$ cat src/rtl/game_flow_ctl_if.sv
// Purpose: button/engine inputs and reset/enable/status outputs of the game flow controller.
// Latency: none, wiring only.
// Backpressure: none; button levels and engine pulses are sampled every clock.
interface game_flow_ctl_if #(
  parameter int LEVEL_W = 13,
  parameter int LIVES_W = 2
);
  logic               ok;
  logic               pause;
  logic               next_lvl;
  logic               fail;
  logic               game_reset;
  logic               game_ctl_reset;
  logic               text_reset;
  logic               game_freeze;
  logic [2:0]         game_state;
  logic [LEVEL_W-1:0] level;
  logic [LIVES_W-1:0] lives;

  // Controller side: consumes buttons/engine events, drives strobes and status.
  modport master (
    input  ok, pause, next_lvl, fail,
    output game_reset, game_ctl_reset, text_reset, game_freeze,
    output game_state, level, lives
  );

  // Stimulus/peripheral side: drives buttons/engine events, observes strobes.
  modport slave (
    output ok, pause, next_lvl, fail,
    input  game_reset, game_ctl_reset, text_reset, game_freeze,
    input  game_state, level, lives
  );
endinterface

$ cat src/rtl/game_flow_ctl.sv
// Purpose: game flow FSM with levels, lives, pause and a message-hold window before ok is accepted.
// Latency: outputs are registered and decoded from the next state, so they change on the same edge as game_state.
// Backpressure: none; ok/pause are edge-detected, next_lvl/fail are only honoured in GAME.
module game_flow_ctl #(
  parameter int LEVEL_W   = 13,
  parameter int MAX_LEVEL = 4,
  parameter int LIVES     = 3,
  parameter int LIVES_W   = 2,
  parameter int MSG_TICKS = 16,
  parameter int CNT_W     = 5
) (
  input  logic           clk,
  input  logic           rst,
  game_flow_ctl_if.master bus
);

  typedef enum logic [2:0] {
    S_START      = 3'd0,
    S_NEXT_LEVEL = 3'd1,
    S_FAIL       = 3'd2,
    S_FINISH     = 3'd3,
    S_GAME       = 3'd4,
    S_PAUSE      = 3'd5,
    S_GAME_OVER  = 3'd6
  } state_t;

  state_t             r_state;
  logic [LEVEL_W-1:0] r_level;
  logic [LIVES_W-1:0] r_lives;
  logic [CNT_W-1:0]   r_hold_cnt;
  logic               r_ok_d;
  logic               r_pause_d;
  logic               r_game_reset;
  logic               r_game_ctl_reset;
  logic               r_text_reset;
  logic               r_game_freeze;

  state_t             w_next_state;
  logic [LEVEL_W-1:0] w_next_level;
  logic [LIVES_W-1:0] w_next_lives;
  logic               w_ok_rise;
  logic               w_pause_rise;
  logic               w_hold_done;
  logic               w_ok_acc;
  logic               w_game_reset;
  logic               w_game_ctl_reset;
  logic               w_text_reset;
  logic               w_game_freeze;

  // Delayed copies reset to 1 so a button held through reset needs a release first.
  assign w_ok_rise    = bus.ok & ~r_ok_d;
  assign w_pause_rise = bus.pause & ~r_pause_d;
  assign w_hold_done  = (r_hold_cnt == CNT_W'(MSG_TICKS - 1));
  assign w_ok_acc     = w_ok_rise & w_hold_done;

  // Next state plus level/lives updates; fail beats next_lvl beats pause in GAME.
  always_comb begin
    w_next_state = r_state;
    w_next_level = r_level;
    w_next_lives = r_lives;
    case (r_state)
      S_START: begin
        if (w_ok_acc) begin
          w_next_state = S_GAME;
          w_next_level = LEVEL_W'(1);
          w_next_lives = LIVES_W'(LIVES);
        end
      end
      S_GAME: begin
        if (bus.fail) begin
          if (r_lives == LIVES_W'(1)) begin
            w_next_state = S_GAME_OVER;
            w_next_lives = '0;
          end else begin
            w_next_state = S_FAIL;
            w_next_lives = r_lives - LIVES_W'(1);
          end
        end else if (bus.next_lvl) begin
          if (r_level == LEVEL_W'(MAX_LEVEL)) begin
            w_next_state = S_FINISH;
          end else begin
            w_next_state = S_NEXT_LEVEL;
            w_next_level = r_level + LEVEL_W'(1);
          end
        end else if (w_pause_rise) begin
          w_next_state = S_PAUSE;
        end
      end
      S_PAUSE: begin
        if (w_pause_rise || w_ok_rise) w_next_state = S_GAME;
      end
      S_NEXT_LEVEL, S_FAIL: begin
        if (w_ok_acc) w_next_state = S_GAME;
      end
      S_FINISH, S_GAME_OVER: begin
        if (w_ok_acc) w_next_state = S_START;
      end
      default: w_next_state = S_START;
    endcase
  end

  // Decode strobes from the next state so they register alongside it.
  always_comb begin
    w_game_ctl_reset = 1'b0;
    w_game_reset     = 1'b1;
    w_text_reset     = 1'b0;
    w_game_freeze    = 1'b0;
    case (w_next_state)
      S_START: begin
        w_game_ctl_reset = 1'b1;
        w_game_reset     = 1'b1;
      end
      S_GAME: begin
        w_game_reset = 1'b0;
        w_text_reset = 1'b1;
      end
      S_PAUSE: begin
        w_game_reset  = 1'b0;
        w_text_reset  = 1'b1;
        w_game_freeze = 1'b1;
      end
      default: ;
    endcase
  end

  // State, level, lives, edge-detect history and registered strobes.
  always_ff @(posedge clk or posedge rst) begin
    if (rst) begin
      r_state          <= S_START;
      r_level          <= LEVEL_W'(1);
      r_lives          <= LIVES_W'(LIVES);
      r_ok_d           <= 1'b1;
      r_pause_d        <= 1'b1;
      r_game_reset     <= 1'b1;
      r_game_ctl_reset <= 1'b1;
      r_text_reset     <= 1'b1;
      r_game_freeze    <= 1'b0;
    end else begin
      r_state          <= w_next_state;
      r_level          <= w_next_level;
      r_lives          <= w_next_lives;
      r_ok_d           <= bus.ok;
      r_pause_d        <= bus.pause;
      r_game_reset     <= w_game_reset;
      r_game_ctl_reset <= w_game_ctl_reset;
      r_text_reset     <= w_text_reset;
      r_game_freeze    <= w_game_freeze;
    end
  end

  // Message-hold timer: restarts on every state change, saturates once the window has elapsed.
  always_ff @(posedge clk or posedge rst) begin
    if (rst) begin
      r_hold_cnt <= '0;
    end else if (w_next_state != r_state) begin
      r_hold_cnt <= '0;
    end else if (!w_hold_done) begin
      r_hold_cnt <= r_hold_cnt + CNT_W'(1);
    end
  end

  assign bus.game_state     = r_state;
  assign bus.level          = r_level;
  assign bus.lives          = r_lives;
  assign bus.game_reset     = r_game_reset;
  assign bus.game_ctl_reset = r_game_ctl_reset;
  assign bus.text_reset     = r_text_reset;
  assign bus.game_freeze    = r_game_freeze;

endmodule

$ cat src/flat_wrapper.sv
// flat-port wrapper written by rule: the top's interface ports become plain ports
module game_flow_ctl_flat 
#(
  parameter int LEVEL_W   = 13,
  parameter int MAX_LEVEL = 4,
  parameter int LIVES     = 3,
  parameter int LIVES_W   = 2,
  parameter int MSG_TICKS = 16,
  parameter int CNT_W     = 5
)
  (clk, rst, bus_ok, bus_pause, bus_next_lvl, bus_fail, bus_game_reset, bus_game_ctl_reset, bus_text_reset, bus_game_freeze, bus_game_state, bus_level, bus_lives);
  game_flow_ctl_if #(.LEVEL_W(LEVEL_W), .LIVES_W(LIVES_W)) bus_i ();
  input  logic clk;
  input  logic rst;
  input wire logic [$bits(bus_i.ok)-1:0] bus_ok;
  input wire logic [$bits(bus_i.pause)-1:0] bus_pause;
  input wire logic [$bits(bus_i.next_lvl)-1:0] bus_next_lvl;
  input wire logic [$bits(bus_i.fail)-1:0] bus_fail;
  output wire logic [$bits(bus_i.game_reset)-1:0] bus_game_reset;
  output wire logic [$bits(bus_i.game_ctl_reset)-1:0] bus_game_ctl_reset;
  output wire logic [$bits(bus_i.text_reset)-1:0] bus_text_reset;
  output wire logic [$bits(bus_i.game_freeze)-1:0] bus_game_freeze;
  output wire logic [$bits(bus_i.game_state)-1:0] bus_game_state;
  output wire logic [$bits(bus_i.level)-1:0] bus_level;
  output wire logic [$bits(bus_i.lives)-1:0] bus_lives;
  assign bus_i.ok = bus_ok;
  assign bus_i.pause = bus_pause;
  assign bus_i.next_lvl = bus_next_lvl;
  assign bus_i.fail = bus_fail;
  assign bus_game_reset = bus_i.game_reset;
  assign bus_game_ctl_reset = bus_i.game_ctl_reset;
  assign bus_text_reset = bus_i.text_reset;
  assign bus_game_freeze = bus_i.game_freeze;
  assign bus_game_state = bus_i.game_state;
  assign bus_level = bus_i.level;
  assign bus_lives = bus_i.lives;
  game_flow_ctl #(.LEVEL_W(LEVEL_W), .MAX_LEVEL(MAX_LEVEL), .LIVES(LIVES), .LIVES_W(LIVES_W), .MSG_TICKS(MSG_TICKS), .CNT_W(CNT_W)) u_core (.clk(clk), .rst(rst), .bus(bus_i));
endmodule
$ cat config.mk
export PLATFORM = sky130hd
export DESIGN_NAME = game_flow_ctl_flat
export DESIGN_NICKNAME = d
export VERILOG_FILES = /design/src/rtl/game_flow_ctl_if.sv /design/src/rtl/game_flow_ctl.sv /design/src/flat_wrapper.sv
export SDC_FILE = /design/constraint.sdc
export NUM_CORES = 1
export LEC_CHECK = 0
export CORE_ASPECT_RATIO = 0.8
export CORE_UTILIZATION = 50
export CTS_CLUSTER_DIAMETER = 40
export CTS_CLUSTER_SIZE = 8
export DETAILED_ROUTE_END_ITERATION = 10
export PLACE_DENSITY = 0.88
export SLEW_MARGIN = 0
export SYNTH_ARGS = -nofsm -noshare
export SYNTH_HDL_FRONTEND = slang
export SYNTH_SLANG_ARGS = --single-unit
$ cat constraint.sdc
create_clock -name clk -period 2.9 [get_ports clk]
set_input_delay 0.435 -clock clk [delete_from_list [all_inputs] [get_ports clk]]
set_output_delay 0.435 -clock clk [all_outputs]
set_load 0.005 [all_outputs]
==> results.py <==
metrics = {
    "detailed_routing": {
        "drc": 0,
        "top_layer": "met4",
        "dr.first_iter.drc_count": 89,
        "num_vias": 1368,
        "wl_met1_mm": 1.466,
        "routedWlPerCell_um": 15.57,
        "wirelength_mm": 3.549,
        "wl_met3_um": 301,
        "detail_route.first_pass.iterations": 4,
        "antenna_left": 0,
        "viasPerCell": 6.000,
        "met2_length_mm": 1.653,
    },
    "place": {
        "place.gp.congestion": 0.9089,
        "dp_cells": 220,
        "portBuffers": 27,
        "place_hpwl_mm": 2.654,
        "dpl_worst_slack_ns": 0.5059,
        "placed_cell_area_um2": 1859,
    },
    "grt": {
        "grt_pass1_wl_mm": 5.802,
        "antenna_found_initial": 0,
        "grt_pass1_vias": 1240,
        "grt_usage_pct": 24.50,
        "grt_overflow": 0,
        "grt_max_degree": 27,
    },
    "final_layout": {
        "final_layout_size_suffix_gt1_share_pct": 13.16,
        "final_cells": 228,
        "antennaDiodeCount": 0,
        "fillCellCount": 208,
        "final_cell_area_um2": 1976,
        "area_delta_synth_final_pct": 28.27,
        "utilization_pct": 69.32,
        "nets": 200,
    },
    "clock_tree": {
        "clk_pin_slew_ns": 0.06,
        "htreeDepth": 2,
        "postCtsSetupBuffers": 0,
        "cts_buffer_depth": 2,
        "cts_buffers": 5,
        "clock-root-buffer": "clkbuf_8",
        "clock_latency_ns": 0.29,
        "ctsHoldBuffers": 0,
        "numClockSinks": 29,
        "cts_resized": 0,
        "cts_tree": "built",
    },
    "synthesis": {
        "seq_area_frac_synth_pct": 47.77,
        "synth-edff-count": 0,
        "synth_seq_cells": 29,
        "synth_fp_nets": 168,
        "async_reset_ff_share_pct": 100.0,
        "synthFlopType": "dfrtp_1",
        "synthCells": 157,
        "yosysWarnings": 0,
        "syn_area_um2": 1540,
        "synth_cell_types": 40,
        "syn_avg_cell_area_um2": 9.810,
    },
    "floorplanning": {
        "die_height_um": 51.64,
        "rows": 17,
        "die_area_um2": 3308,
        "die_x_um": 64.05,
        "core_um2": 2850,
        "start_util_pct": 54.04,
        "io_pins": 28,
    },
    "power": {
        "vdd_drop_max_mv": 0.4191,
        "leakage_nw": 0.8387,
        "power_mw": 1.245,
        "power_density_nw_per_um2": 629.9,
    },
    "sta": {
        "clock_skew_ns": 0.005871,
        "worstMarginPinSlew_ns": 0.9414,
        "rsz0062_at_grt": "false",
        "hold_viol_final": 0,
        "worst_hold_slack_ns": 0.5478,
        "timing.fmax_mhz": 416.1,
        "tns_ns": 0,
        "min_period_over_period_pct": 82.88,
        "relSlewSlack_pct": 37.17,
        "finalSetupViolCount": 0,
        "fin_crit_ns": 2.403,
        "slew_violations": 0,
        "fin_ws_ns": 0.4965,
    },
    "critical_path": {
        "path_max_fanout": 9,
        "start_kind": "register",
        "crit_type": "register to register",
        "required_ns": 3.11,
        "cp.arrival_ns": 2.62,
        "cp-end-kind": "register",
    },
    "worst_hold_path": {
        "hold_class": "register to register",
    },
    "job": {
        "cap_violations": 0,
    },
    "run_status": {
        "status": "completed",
    },
}
==> worst paths after layout <==
kind | startpoint | end | slack [ns] | cells past startpoint
setup / recovery | u_core.r_hold_cnt[0] | u_core.bus.level[12] | 0.50 | 8
hold / removal | u_core.bus.lives[1] | u_core.bus.lives[1] | 0.55 | 2
setup reg to reg | u_core.r_hold_cnt[0] | u_core.bus.level[12] | 0.50 | 8
hold reg to reg | u_core.bus.lives[1] | u_core.bus.lives[1] | 0.55 | 2
max in group asynchronous | rst | u_core.r_ok_d | 1.52 | 3
min in group asynchronous | rst | u_core.bus.game_state[1] | 0.67 | 2
==> sequential cells by signal (all words and copies together), names as in the netlist <==
| register | flops |
|---|---|
| u_core.r_pause_d | 1 |
| u_core.bus.game_state | 3 |
| u_core.bus.game_reset | 1 |
| u_core.bus.lives | 2 |
| u_core.bus.game_ctl_reset | 1 |
| u_core.r_ok_d | 1 |
| u_core.bus.game_freeze | 1 |
| u_core.bus.text_reset | 1 |
| u_core.bus.level | 13 |
| u_core.r_hold_cnt | 5 |
==> placed cells by master, fill, tap and decap left out, types with 2 or more instances in the layout <==
| cell type | synthesis | routed |
|---|---|---|
| o21ai_0 | 8 | 8 |
| clkbuf_8 | 0 | 6 |
| mux2i_1 | 2 | 2 |
| clkdlybuf4s50_1 | 0 | 27 |
| nor2b_1 | 4 | 4 |
| nor2_1 | 16 | 16 |
| a31o_2 | 2 | 2 |
| inv_1 | 9 | 9 |
| dfrtp_1 | 21 | 21 |
| dfstp_2 | 8 | 8 |
| nor4b_1 | 2 | 2 |
| nor3_1 | 9 | 9 |
| xor2_1 | 11 | 11 |
| and3_1 | 3 | 3 |
| ha_1 | 5 | 5 |
| nand2_1 | 8 | 8 |
| a21oi_1 | 7 | 7 |
| o2111ai_1 | 3 | 3 |
| o211ai_1 | 5 | 5 |
| nand3_1 | 6 | 6 |
| o21a_1 | 2 | 2 |
| or3_1 | 3 | 3 |
| buf_4 | 1 | 4 |
==> routing by layer <==
layer  up-vias  GRT usage, %
li1        623             -
met3        20         8.553
met5         -             0
met2        78         37.23
met4         0         14.39
met1       647         30.35
==> report_power, final <==
part | total, mW | switching [mW] | internal, mW
Clock | 0.429 | 0.150 | 0.279
Combinational | 0.266 | 0.129 | 0.138
Sequential | 0.549 | 0.0802 | 0.469
Total | 1.24 | 0.359 | 0.886
==> area by class of cell <==
class	instances	area, µm²	area share (%)
Inverter	9	33.78	1.710
Clock buffer	7	86.33	4.370
Clock inverter	1	30.03	1.520
Sequential cell	29	735.7	37.24
Multi-Input combinational cell	113	742.0	37.56
Tap cell	38	47.55	2.407
Timing Repair Buffer	31	300.3	15.20
==> logic make-up (layout without fill, tap and decap cells) <==
family	after synthesis	after routing	share of synthesized area, %
buf+inv	15	48	4.062
mux	2	2	1.300
simple gates	59	59	20.39
fa+ha+maj	5	5	4.062
xor+xnor	12	12	6.824
compound gates	35	35	15.60
flops	29	29	47.77
==> worst max-delay path: stages (launching register included) <==
cell	delay, ns
dfrtp_1	0.40
ha_1	0.17
and3_1	0.15
ha_1	0.34
nand3b_1	0.25
nor4_2	0.33
o21ai_2	0.16
or3_1	0.37
a21oi_1	0.15
==> synth_stat cells, drive strengths merged (4+ instances only) <==
cell type  instances  area (µm²)
nand3              6       30.03
inv                9       33.78
dfrtp             21       525.5
nand2              8       30.03
xor2              11       96.34
ha                 5       62.56
a21oi              7       35.03
nor2b              4       25.02
nor2              16       60.06
nor3               9       45.04
dfstp              8       210.2
o21ai             10       53.80
o211ai             5       37.54
Note: power is estimated with default switching activity, not from simulation.
